File: config.mk
export PLATFORM = sky130hd
export DESIGN_NAME = systolic_ctrl_flat
export DESIGN_NICKNAME = d
export VERILOG_FILES = /design/src/rtl/systolic_ctrl_if.sv /design/src/rtl/systolic_ctrl.sv /design/src/flat_wrapper.sv
export SDC_FILE = /design/constraint.sdc
export NUM_CORES = 1
export LEC_CHECK = 0
export BUFFER_PORTS_ARGS = -buffer_cell sky130_fd_sc_hd__buf_2
export CAP_MARGIN = 5
export CORE_AREA = 2 2 191 193
export CTS_BUF_LIST = sky130_fd_sc_hd__clkbuf_4
export DETAILED_ROUTE_END_ITERATION = 10
export DIE_AREA = 0 0 193 195
export PLACE_DENSITY = 0.61
export SYNTH_ARGS = -nofsm -noshare
export SYNTH_HDL_FRONTEND = slang
export SYNTH_SLANG_ARGS = --single-unit
File: constraint.sdc
create_clock -name clk -period 2 [get_ports clk]
set_input_delay 0.1 -clock clk [delete_from_list [all_inputs] [get_ports clk]]
set_output_delay 0.1 -clock clk [all_outputs]
set_load 0.03 [all_outputs]
File: src/rtl/systolic_ctrl_if.sv
// Bundles the signals of the 3x3 systolic array controller: the weight and input
// streams, the aligned output stream, and the wires to and from the array itself.
// The slave modport belongs to the controller. The master modport is the view
// from the host, which also stands in for the array.
interface systolic_ctrl_if #(
  parameter int unsigned DATA_W = 16
);
  // Weight set stream
  logic                  w_valid;
  logic                  w_ready;
  logic [9*DATA_W-1:0]   w_data;
  // Input vector stream
  logic                  in_valid;
  logic                  in_ready;
  logic [3*DATA_W-1:0]   in_data;
  logic                  in_last;
  // Array side
  logic [9*DATA_W-1:0]   arr_weight;
  logic                  arr_load;
  logic                  arr_start;
  logic [3*DATA_W-1:0]   arr_in;
  logic [3*DATA_W-1:0]   arr_out;
  // Aligned output stream and status
  logic                  out_valid;
  logic [3*DATA_W-1:0]   out_data;
  logic                  out_last;
  logic                  done;
  logic                  busy;

  modport master (
    output w_valid, w_data, in_valid, in_data, in_last, arr_out,
    input  w_ready, in_ready, arr_weight, arr_load, arr_start, arr_in,
    input  out_valid, out_data, out_last, done, busy
  );

  modport slave (
    input  w_valid, w_data, in_valid, in_data, in_last, arr_out,
    output w_ready, in_ready, arr_weight, arr_load, arr_start, arr_in,
    output out_valid, out_data, out_last, done, busy
  );
endinterface

File: src/rtl/systolic_ctrl.sv
// Sequencer for a 3x3 weight-stationary systolic array. It latches a weight set and
// pulses load, then skews accepted input vectors diagonally into the array. It
// deskews the column outputs into aligned vectors with a fixed 7-cycle latency and
// pulses done on the last beat.
// Optional feature: define SYS_CTRL_PERF_EN to add the perf_cycles busy-cycle counter.
module systolic_ctrl #(
  parameter int unsigned DATA_W = 16
`ifdef SYS_CTRL_PERF_EN
  ,
  parameter int unsigned PERF_W = 16
`endif
) (
  input  logic                 clk,
  input  logic                 rst,
  systolic_ctrl_if.slave       bus
`ifdef SYS_CTRL_PERF_EN
  ,
  output logic [PERF_W-1:0]    perf_cycles
`endif
);

  typedef enum logic [1:0] {StIdle, StLoad, StStream, StDrain} state_e;

  state_e state_q, state_d;
  logic   w_ready_q, w_ready_d;
  logic   in_ready_q, in_ready_d;
  logic   arr_load_q, arr_load_d;
  logic   arr_start_q, arr_start_d;
  logic   busy_q, busy_d;
  logic [9*DATA_W-1:0] weight_q, weight_d;

  // Skew registers: column i of the input vector passes through i stages.
  logic [DATA_W-1:0]        x1_q, x1_d;
  logic [1:0][DATA_W-1:0]   x2_q, x2_d;
  logic [2:0][DATA_W-1:0]   x3_q, x3_d;
  // Deskew registers: column 1 waits 2 extra cycles, column 2 waits 1.
  logic [1:0][DATA_W-1:0]   c1_q, c1_d;
  logic [DATA_W-1:0]        c2_q, c2_d;
  logic [3*DATA_W-1:0]      out_data_q, out_data_d;
  // Per-beat valid/last tags that travel alongside the data.
  logic [6:0]               vld_q, vld_d;
  logic [6:0]               last_q, last_d;

  logic                     w_fire;
  logic                     in_fire;
  logic [3*DATA_W-1:0]      x_in;

  assign w_fire  = bus.w_valid & w_ready_q;
  assign in_fire = bus.in_valid & in_ready_q;

  // Next state, and the state-decoded outputs registered alongside it.
  always_comb begin
    state_d = state_q;
    unique case (state_q)
      StIdle:   if (w_fire) state_d = StLoad;
      StLoad:   state_d = StStream;
      StStream: if (in_fire && bus.in_last) state_d = StDrain;
      StDrain:  if (last_q[6]) state_d = StIdle;
      default:  state_d = StIdle;
    endcase
    w_ready_d   = (state_d == StIdle);
    in_ready_d  = (state_d == StStream);
    arr_load_d  = (state_d == StLoad);
    arr_start_d = (state_d == StStream) || (state_d == StDrain);
    busy_d      = (state_d != StIdle);
    weight_d    = w_fire ? bus.w_data : weight_q;
  end

  // FSM state, registered control outputs and the weight latch.
  always_ff @(posedge clk or negedge rst) begin
    if (!rst) begin
      state_q     <= StIdle;
      w_ready_q   <= 1'b1;
      in_ready_q  <= 1'b0;
      arr_load_q  <= 1'b0;
      arr_start_q <= 1'b0;
      busy_q      <= 1'b0;
      weight_q    <= '0;
    end else begin
      state_q     <= state_d;
      w_ready_q   <= w_ready_d;
      in_ready_q  <= in_ready_d;
      arr_load_q  <= arr_load_d;
      arr_start_q <= arr_start_d;
      busy_q      <= busy_d;
      weight_q    <= weight_d;
    end
  end

  // Skew, deskew and tag pipelines; cycles without an accept inject a zero bubble.
  always_comb begin
    x_in       = in_fire ? bus.in_data : '0;
    x1_d       = x_in[0 +: DATA_W];
    x2_d       = {x2_q[0], x_in[DATA_W +: DATA_W]};
    x3_d       = {x3_q[1:0], x_in[2*DATA_W +: DATA_W]};
    c1_d       = {c1_q[0], bus.arr_out[0 +: DATA_W]};
    c2_d       = bus.arr_out[DATA_W +: DATA_W];
    out_data_d = {bus.arr_out[2*DATA_W +: DATA_W], c2_q, c1_q[1]};
    vld_d      = {vld_q[5:0], in_fire};
    last_d     = {last_q[5:0], in_fire & bus.in_last};
  end

  // Datapath registers.
  always_ff @(posedge clk or negedge rst) begin
    if (!rst) begin
      x1_q       <= '0;
      x2_q       <= '0;
      x3_q       <= '0;
      c1_q       <= '0;
      c2_q       <= '0;
      out_data_q <= '0;
      vld_q      <= '0;
      last_q     <= '0;
    end else begin
      x1_q       <= x1_d;
      x2_q       <= x2_d;
      x3_q       <= x3_d;
      c1_q       <= c1_d;
      c2_q       <= c2_d;
      out_data_q <= out_data_d;
      vld_q      <= vld_d;
      last_q     <= last_d;
    end
  end

  assign bus.w_ready    = w_ready_q;
  assign bus.in_ready   = in_ready_q;
  assign bus.arr_weight = weight_q;
  assign bus.arr_load   = arr_load_q;
  assign bus.arr_start  = arr_start_q;
  assign bus.arr_in     = {x3_q[2], x2_q[1], x1_q};
  assign bus.out_valid  = vld_q[6];
  assign bus.out_data   = out_data_q;
  assign bus.out_last   = last_q[6];
  assign bus.done       = last_q[6];
  assign bus.busy       = busy_q;

`ifdef SYS_CTRL_PERF_EN
  logic [PERF_W-1:0] perf_q, perf_d;

  // Busy-cycle counter. It clears when a job is accepted and saturates at all-ones.
  always_comb begin
    perf_d = perf_q;
    if (w_fire) begin
      perf_d = '0;
    end else if (busy_q && (perf_q != '1)) begin
      perf_d = perf_q + 1'b1;
    end
  end

  // Counter register.
  always_ff @(posedge clk or negedge rst) begin
    if (!rst) begin
      perf_q <= '0;
    end else begin
      perf_q <= perf_d;
    end
  end

  assign perf_cycles = perf_q;
`endif

endmodule
File: src/flat_wrapper.sv
// flat-port wrapper written by rule: the top's interface ports become plain ports
module systolic_ctrl_flat 
#(
  parameter int unsigned DATA_W = 16

)
  (clk, rst, bus_w_valid, bus_w_data, bus_in_valid, bus_in_data, bus_in_last, bus_arr_out, bus_w_ready, bus_in_ready, bus_arr_weight, bus_arr_load, bus_arr_start, bus_arr_in, bus_out_valid, bus_out_data, bus_out_last, bus_done, bus_busy);
  systolic_ctrl_if #(.DATA_W(DATA_W)) bus_i ();
  input  logic clk;
  input  logic rst;
  input wire logic [$bits(bus_i.w_valid)-1:0] bus_w_valid;
  input wire logic [$bits(bus_i.w_data)-1:0] bus_w_data;
  input wire logic [$bits(bus_i.in_valid)-1:0] bus_in_valid;
  input wire logic [$bits(bus_i.in_data)-1:0] bus_in_data;
  input wire logic [$bits(bus_i.in_last)-1:0] bus_in_last;
  input wire logic [$bits(bus_i.arr_out)-1:0] bus_arr_out;
  output wire logic [$bits(bus_i.w_ready)-1:0] bus_w_ready;
  output wire logic [$bits(bus_i.in_ready)-1:0] bus_in_ready;
  output wire logic [$bits(bus_i.arr_weight)-1:0] bus_arr_weight;
  output wire logic [$bits(bus_i.arr_load)-1:0] bus_arr_load;
  output wire logic [$bits(bus_i.arr_start)-1:0] bus_arr_start;
  output wire logic [$bits(bus_i.arr_in)-1:0] bus_arr_in;
  output wire logic [$bits(bus_i.out_valid)-1:0] bus_out_valid;
  output wire logic [$bits(bus_i.out_data)-1:0] bus_out_data;
  output wire logic [$bits(bus_i.out_last)-1:0] bus_out_last;
  output wire logic [$bits(bus_i.done)-1:0] bus_done;
  output wire logic [$bits(bus_i.busy)-1:0] bus_busy;
  assign bus_i.w_valid = bus_w_valid;
  assign bus_i.w_data = bus_w_data;
  assign bus_i.in_valid = bus_in_valid;
  assign bus_i.in_data = bus_in_data;
  assign bus_i.in_last = bus_in_last;
  assign bus_i.arr_out = bus_arr_out;
  assign bus_w_ready = bus_i.w_ready;
  assign bus_in_ready = bus_i.in_ready;
  assign bus_arr_weight = bus_i.arr_weight;
  assign bus_arr_load = bus_i.arr_load;
  assign bus_arr_start = bus_i.arr_start;
  assign bus_arr_in = bus_i.arr_in;
  assign bus_out_valid = bus_i.out_valid;
  assign bus_out_data = bus_i.out_data;
  assign bus_out_last = bus_i.out_last;
  assign bus_done = bus_i.done;
  assign bus_busy = bus_i.busy;
  systolic_ctrl #(.DATA_W(DATA_W)) u_core (.clk(clk), .rst(rst), .bus(bus_i));
endmodule
==> flow_metrics.env, run 1 <==
export IMPL_status="stopped before the end"
export IMPL_flow_stopped_at="clock tree synthesis (4_1_cts)"
export IMPL_run_stop_error="[ERROR RSZ-0060] Max buffer count reached."
export IMPL_cts_resized_gates=0
export IMPL_yosysMostFrequentCell="dfrtp_1"
export IMPL_yosysTopAreaCell="dfrtp_1"
export IMPL_postCtsSetupBuffers=0
export IMPL_synth_cell_types=21
export IMPL_ys_seq_area_frac=0.758
export IMPL_clock_path_buffers=3
export IMPL_ios=493
export IMPL_die_x_um=193
export IMPL_synth_top_area_frac=0.755
export IMPL_synth_area_leaders="dfrtp_1, mux2_4, and3_1"
export IMPL_ys_warn_count=0
export IMPL_synthFlopType="dfrtp_1"
export IMPL_synth_seq_cells=357
export IMPL_io_buffers=492
export IMPL_async_flop_share=1.00
export IMPL_dpl_cell_area_um2=14800
export IMPL_cts_max_level=3
export IMPL_synthCells=593
export IMPL_cts_hold_buf=340
export IMPL_start_util=0.333
export IMPL_cts_buffers=94
export IMPL_hpwl_um=20200
export IMPL_synth_edf_count=0
export IMPL_netlist_top_cells_count="dfrtp_1, mux2_4, and3_1"
export IMPL_syn_area_um2=11800
export IMPL_cts_root_buf="clkbuf_4"
export IMPL_row_count=69
export IMPL_gp_congestion=0.784
export IMPL_synth_fp_nets=838
export IMPL_die_h_um=195
export IMPL_syn_area_per_cell_um2=19.9
export IMPL_cts_sinks=357
[per-stage QoR]
| step | hold WS (ns) | utilization | cells | worst slack [ns] |
|---|---|---|---|---|
| 2_1_floorplan | -0.196 | - | 593 | 0.550 |
| 3_3_place_gp | 0.114 | 0.417 | 1541 | 0.453 |
| 3_5_place_dp | 0.118 | 0.417 | 1541 | 0.421 |
[logic make-up after synthesis]
family                 Yosys count  share of synthesized area
DFF                            357                      0.758
muxes                          144                      0.181
AOI/OAI and AO/OA                4                    0.00212
buffers and inverters           29                     0.0279
and+or+nand+nor                 59                     0.0311
==> run 2: changes to the inputs <==
- CORE_AREA: 2 2 191 193 -> unset
- CORE_UTILIZATION: unset -> 25
- CTS_BUF_LIST: sky130_fd_sc_hd__clkbuf_4 -> unset
- DIE_AREA: 0 0 193 195 -> unset
- PLACE_DENSITY: 0.61 -> unset
- PLACE_DENSITY_LB_ADDON: unset -> 0.15
==> run 2 against run 1 <==
  * Area after synthesis stayed put
  * Synthesized cell count stayed put
  * The flow now finishes without violations
==> flow_metrics.env, run 2 <==
export IMPL_clk_latency_ns=0.55
export IMPL_vdd_drop_max_mv=0.973
export IMPL_critPathBufInv=1
export IMPL_syn_area_um2=11800
export IMPL_cp_data_required_time_ns=2.43
export IMPL_ios=493
export IMPL_wl_um=30400
export IMPL_gr_usage_all_layers=0.123
export IMPL_pwr_share_seq=0.374
export IMPL_cts_clk_slew_worst_paths_ns=0.06
export IMPL_row_count=79
export IMPL_grt_ovfl_total=0
export IMPL_synthCells=593
export IMPL_grt_pass1_vias=8204
export IMPL_power_net_switching_mw=9.62
export IMPL_crit_chain="nand2_8, buf_12, mux2_4"
export IMPL_drc=0
export IMPL_viasPerCell=3.82
export IMPL_cp_max_fo=31
export IMPL_setup_tns_final_ns=0
export IMPL_async_flop_share=1.00
export IMPL_slew_viol_final=0
export IMPL_netlist_top_cells_count="dfrtp_1, mux2_4, and3_1"
export IMPL_synth_fp_nets=838
export IMPL_crit_type="flip-flop to flip-flop"
export IMPL_mostFrequentLayoutCells="buf_2, dfrtp_1, dlygate4sd3_1"
export IMPL_hold_class="input pin to async pin"
export IMPL_core_area_um2=46600
export IMPL_final_common_cell="buf_2"
export IMPL_finalCritPeriodShare=0.798
export IMPL_arrival_ns=2.02
export IMPL_syn_area_per_cell_um2=19.9
export IMPL_p_comb_frac=0.364
export IMPL_cp_start_kind="flip-flop"
export IMPL_antenna_found_initial=0
export IMPL_rsz0062_at_grt="no"
export IMPL_postCtsSetupBuffers=0
export IMPL_fmax_ghz=0.627
export IMPL_cts_tree="yes"
export IMPL_drt_initial_drc_count=253
export IMPL_ys_seq_area_frac=0.758
export IMPL_hold_violations=0
export IMPL_p_sw_frac=0.352
export IMPL_die_x_um=219
export IMPL_synth_seq_cells=357
export IMPL_grt_max_degree=72
export IMPL_synth_cell_types=21
export IMPL_cts_resized_gates=0
export IMPL_synth_top_area_frac=0.755
export IMPL_total_power_mw=27.4
export IMPL_min_period_ns=1.60
export IMPL_clock_path_buffers=3
export IMPL_start_util=0.253
export IMPL_worstMarginPinSlew_ns=0.494
export IMPL_clock_power_share=0.263
export IMPL_cts_hold_buf=243
export IMPL_synth_edf_count=0
export IMPL_path_delay_family="flip-flops"
export IMPL_slew_headroom=0.671
export IMPL_final_cell_area_um2=18800
export IMPL_final_antenna_net_count=0
export IMPL_status="completed"
export IMPL_gp_congestion=0.750
export IMPL_area_delta_synth_final_pct=59.2
export IMPL_hpwl_um=20500
export IMPL_drive_gt1_frac=0.518
export IMPL_grt_pass1_wl_um=45800
export IMPL_cts_max_level=2
export IMPL_io_buffers=492
export IMPL_leakagePower_nw=9.92
export IMPL_slowest_stage="dfstp_2"
export IMPL_synth_area_leaders="dfrtp_1, mux2_4, and3_1"
export IMPL_largest_reg_flops=144
export IMPL_cts_buffers=41
export IMPL_num_antenna_cells=0
export IMPL_avgRoutedWirePerCell_um=15.2
export IMPL_drt_first_pass_iters=4
export IMPL_cp_end_kind="flip-flop"
export IMPL_setup_viol=0
export IMPL_dpl_cell_area_um2=15000
export IMPL_nets=1613
export IMPL_maxCapViolations=0
export IMPL_ys_warn_count=0
export IMPL_yosysMostFrequentCell="dfrtp_1"
export IMPL_cts_sinks=357
export IMPL_power_density_nw_per_um2=1460
export IMPL_synthFlopType="dfrtp_1"
export IMPL_skew_ns=0.0133
export IMPL_intPower_mw=17.7
export IMPL_cp_slowest_stage_delay_ns=0.59
export IMPL_design_die_area_um2=48100
export IMPL_cts_root_buf="clkbuf_16"
export IMPL_vias=7653
export IMPL_yosysTopAreaCell="dfrtp_1"
export IMPL_die_h_um=219
[run 2: final cells by class]
| type | count | area (um^2) |
|---|---|---|
| clock buffers | 63 | 1230 |
| multi-input cells | 207 | 2540 |
| well taps | 607 | 759 |
| inverters | 2 | 7.51 |
| repair buffers | 759 | 5210 |
| fillers | 4376 | 27800 |
| flip-flops and latches | 357 | 8930 |
| clock inverters | 11 | 90.1 |
[run 2: routing by layer]
| layer | part of all wire | GRT usage | vias up |
|---|---|---|---|
| met5 | 0 | 0 | - |
| met3 | 0.071 | 0.0352 | 56 |
| met2 | 0.49 | 0.203 | 278 |
| met4 | 0.027 | 0.0512 | 0 |
| li1 | - | - | 3553 |
| met1 | 0.41 | 0.150 | 3766 |
[run 2: power by group through the flow]
| stage | clock (mW) | sequential, mW | combinational, mW |
|---|---|---|---|
| 5_1_grt | 7.78 | 10.5 | 10.5 |
| 2_1_floorplan | 0 | 13.7 | 3.41 |
| 4_1_cts | 7.50 | 10.2 | 10.1 |
| 3_3_place_gp | 0 | 10.3 | 9.60 |
| 3_5_place_dp | 0 | 10.3 | 9.67 |
| 6_report | 7.19 | 10.2 | 9.95 |
[run 2: cell families (layout without fill, tap and decap cells)]
| kind of cell | Yosys count | in the layout | share of synthesized area |
|---|---|---|---|
| DFF | 357 | 357 | 0.758 |
| muxes | 144 | 144 | 0.181 |
| and+or+nand+nor | 59 | 59 | 0.0311 |
| buffers and inverters | 29 | 835 | 0.0279 |
| AOI/OAI and AO/OA | 4 | 4 | 0.00212 |
[run 2: final timing paths]
kind	start	endpoint	slack, ns	depth (start not counted)
hold reg to reg	u_core.c1_q[25]$_DFF_PN0_	u_core.bus.out_data[9]$_DFF_PN0_	0.34	0
setup / recovery	u_core.bus.w_ready$_DFF_PN1_	u_core.bus.arr_weight[41]$_DFFE_PN0P_	0.40	3
max in group asynchronous	rst	u_core.bus.arr_weight[114]$_DFFE_PN0P_	1.14	4
setup reg to reg	u_core.bus.w_ready$_DFF_PN1_	u_core.bus.arr_weight[41]$_DFFE_PN0P_	0.40	3
min in group clk	bus_in_valid	u_core.x1_q[8]$_DFF_PN0_	0.10	2
hold / removal	rst	u_core.c2_q[9]$_DFF_PN0_	0.04	2
[run 2: through the flow]
step / hold WS [ns] / setup slack [ns] / cells / util
3_3_place_gp: 0.0365 / 0.431 / 1689 / 0.323
6_report: 0.0449 / 0.405 / 2006 / 0.403
4_1_cts: 0.0281 / 0.397 / 2006 / 0.403
2_1_floorplan: -0.196 / 0.550 / 593 / -
3_5_place_dp: 0.0365 / 0.409 / 1689 / 0.323
5_1_grt: 0.0629 / 0.354 / 2006 / 0.403
[run 2: worst register-to-register path, cell delays in order, from the launching register on]
cell and delay (ns):
dfstp_2 0.59, nand2_8 0.23, buf_12 0.33, mux2_4 0.33
(Power assumes the default switching activity.)
==> run 3: changes to the inputs <==
- clock period: 2 -> 1.5 ns (I/O delays scaled with it)
==> run 3 against run 2 <==
  * Fmax up 10%
  * Sequential cell count unchanged
  * Die area unchanged
  * Critical path depth unchanged
  * Combinational power up 35%
  * Worst hold slack better by 0.0027 ns
  * Wire length up 2.5%
  * Highest routed layer unchanged
  * Sequential power up 33%
==> flow_metrics.env, run 3 (synthesized netlist as in run 2, its figures left out) <==
export IMPL_cts_root_buf="clkbuf_16"
export IMPL_timing_rr_end="u_core.bus.arr_weight[34]$_DFFE_PN0P_"
export IMPL_finalCritPeriodShare=0.963
export IMPL_worstMarginPinSlew_ns=0.452
export IMPL_die_h_um=219
export IMPL_die_x_um=219
export IMPL_cts_tree="yes"
export IMPL_grt_pass1_wl_um=47500
export IMPL_clk_latency_ns=0.55
export IMPL_fin_ws_ns=0.0555
export IMPL_arrival_ns=1.88
export IMPL_leakagePower_nw=10.0
export IMPL_p_comb_frac=0.362
export IMPL_hpwl_um=21300
export IMPL_hold_path_startpoint="bus_in_valid"
export IMPL_power_net_switching_mw=13.0
export IMPL_nets=1624
export IMPL_skew_ns=0.0120
export IMPL_whs_ns=0.0476
export IMPL_p_sw_frac=0.351
export IMPL_design_die_area_um2=48100
export IMPL_drt_initial_drc_count=272
export IMPL_avgRoutedWirePerCell_um=15.5
export IMPL_largest_reg_flops=144
export IMPL_status="completed"
export IMPL_cts_max_level=2
export IMPL_core_area_um2=46600
export IMPL_cts_buffers=42
export IMPL_cp_start_kind="flip-flop"
export IMPL_antenna_found_initial=0
export IMPL_area_delta_synth_final_pct=60.7
export IMPL_intPower_mw=24.0
export IMPL_r2r_start="u_core.bus.w_ready$_DFF_PN1_"
export IMPL_hold_violations=0
export IMPL_total_power_mw=36.9
export IMPL_cp_end_kind="flip-flop"
export IMPL_crit_type="flip-flop to flip-flop"
export IMPL_row_count=79
export IMPL_min_period_ns=1.44
export IMPL_drive_gt1_frac=0.520
export IMPL_fmax_ghz=0.692
export IMPL_gr_usage_all_layers=0.127
export IMPL_setup_tns_final_ns=0
export IMPL_power_density_nw_per_um2=1950
export IMPL_worstSetupStartpoint="u_core.bus.w_ready$_DFF_PN1_"
export IMPL_drt_first_pass_iters=4
export IMPL_cts_sinks=357
export IMPL_mostFrequentLayoutCells="buf_2, dfrtp_1, dlygate4sd3_1"
export IMPL_pwr_share_seq=0.369
export IMPL_io_buffers=492
export IMPL_cp_data_required_time_ns=1.93
export IMPL_regToRegSetupSlack_ns=0.06
export IMPL_gp_congestion=0.747
export IMPL_vias=7774
export IMPL_cts_clk_slew_worst_paths_ns=0.06
export IMPL_whs_endpoint="u_core.vld_q[0]$_DFF_PN0_"
export IMPL_setup_viol=0
export IMPL_num_antenna_cells=0
export IMPL_drc=0
export IMPL_cp_max_fo=17
export IMPL_hold_class="input pin to flip-flop"
export IMPL_grt_pass1_vias=8476
export IMPL_clock_power_share=0.269
export IMPL_grt_ovfl_total=0
export IMPL_final_antenna_net_count=0
export IMPL_dpl_cell_area_um2=15100
export IMPL_rsz0062_at_grt="yes"
export IMPL_viasPerCell=3.85
export IMPL_min_delay_path_depth=2
export IMPL_grt_max_degree=69
export IMPL_slew_viol_final=0
export IMPL_final_common_cell="buf_2"
export IMPL_clock_path_buffers=3
export IMPL_ios=493
export IMPL_start_util=0.253
export IMPL_slew_headroom=0.698
export IMPL_final_cell_area_um2=19000
export IMPL_maxCapViolations=0
export IMPL_vdd_drop_max_mv=1.09
export IMPL_wl_um=31200
export IMPL_reg2regPathDepth=3
export IMPL_postCtsSetupBuffers=0
export IMPL_dp_slack_ns=0.0518
==> run 3: cell types whose count changed in the layout (fill, tap and decap cells not counted), sizes merged <==
cell	change
clkinvlp	-1
clkbuf	+4
buf	+10
inv	+1
clkinv	-3
bufinv	+1
==> run 3: worst max-delay path by stage <==
| stage | cells past startpoint | slack [ns] | to |
|---|---|---|---|
| floorplan | 4 | 0.05 | u_core.bus.arr_weight[100]$_DFFE_PN0P_ |
| global placement | 3 | 0.06 | u_core.bus.arr_weight[142]$_DFFE_PN0P_ |
| detailed placement | 3 | 0.05 | u_core.bus.arr_weight[87]$_DFFE_PN0P_ |
| CTS | 2 | 0.02 | bus_in_ready |
| global route | 3 | -0.001 | u_core.bus.arr_weight[110]$_DFFE_PN0P_ |
| finish | 3 | 0.06 | u_core.bus.arr_weight[34]$_DFFE_PN0P_ |
==> run 3: critical path, cell delays in order (launching register included) <==
cell and delay, ns:
dfstp_2 0.59, nand2_8 0.15, buf_4 0.25, mux2_4 0.31
==> run 3: power groups by stage <==
stage,Sequential [mW],Clock (mW),Combinational [mW]
floorplan,18.3,0,4.55
global placement,13.8,0,12.9
detailed placement,13.8,0,13.0
CTS,13.7,10.4,13.5
global route,14.0,10.7,14.1
finish,13.6,9.94,13.4
==> run 3: repair_timing <==
item	CTS	global route
resized for setup	2	1
endpoints found under the hold margin	600	0
setup endpoints to repair	2	6
hold buffers	244	0
==> run 3: final cells by class <==
cell class / instances / area, um^2
Clock inverter: 9 / 120
Inverter: 2 / 7.51
Fill cell: 4425 / 27600
Multi-Input combinational cell: 207 / 2540
Sequential cell: 357 / 8930
Tap cell: 607 / 759
Timing Repair Buffer: 769 / 5330
Clock buffer: 67 / 1250
==> run 3: per-stage QoR <==
stage / cells / util
final: 2018 / 0.407
after floorplan: 593 / -
after global routing: 2018 / 0.407
after detailed placement: 1698 / 0.325
after CTS: 2018 / 0.407
after global placement: 1698 / 0.325
==> run 3: per-layer routing <==
metal / up-vias / part of all wire / global-route usage
li1: 3578 / - / -
met4: 0 / 0.029 / 0.0576
met5: - / 0 / 0
met2: 283 / 0.48 / 0.206
met1: 3855 / 0.41 / 0.157
met3: 58 / 0.076 / 0.0369
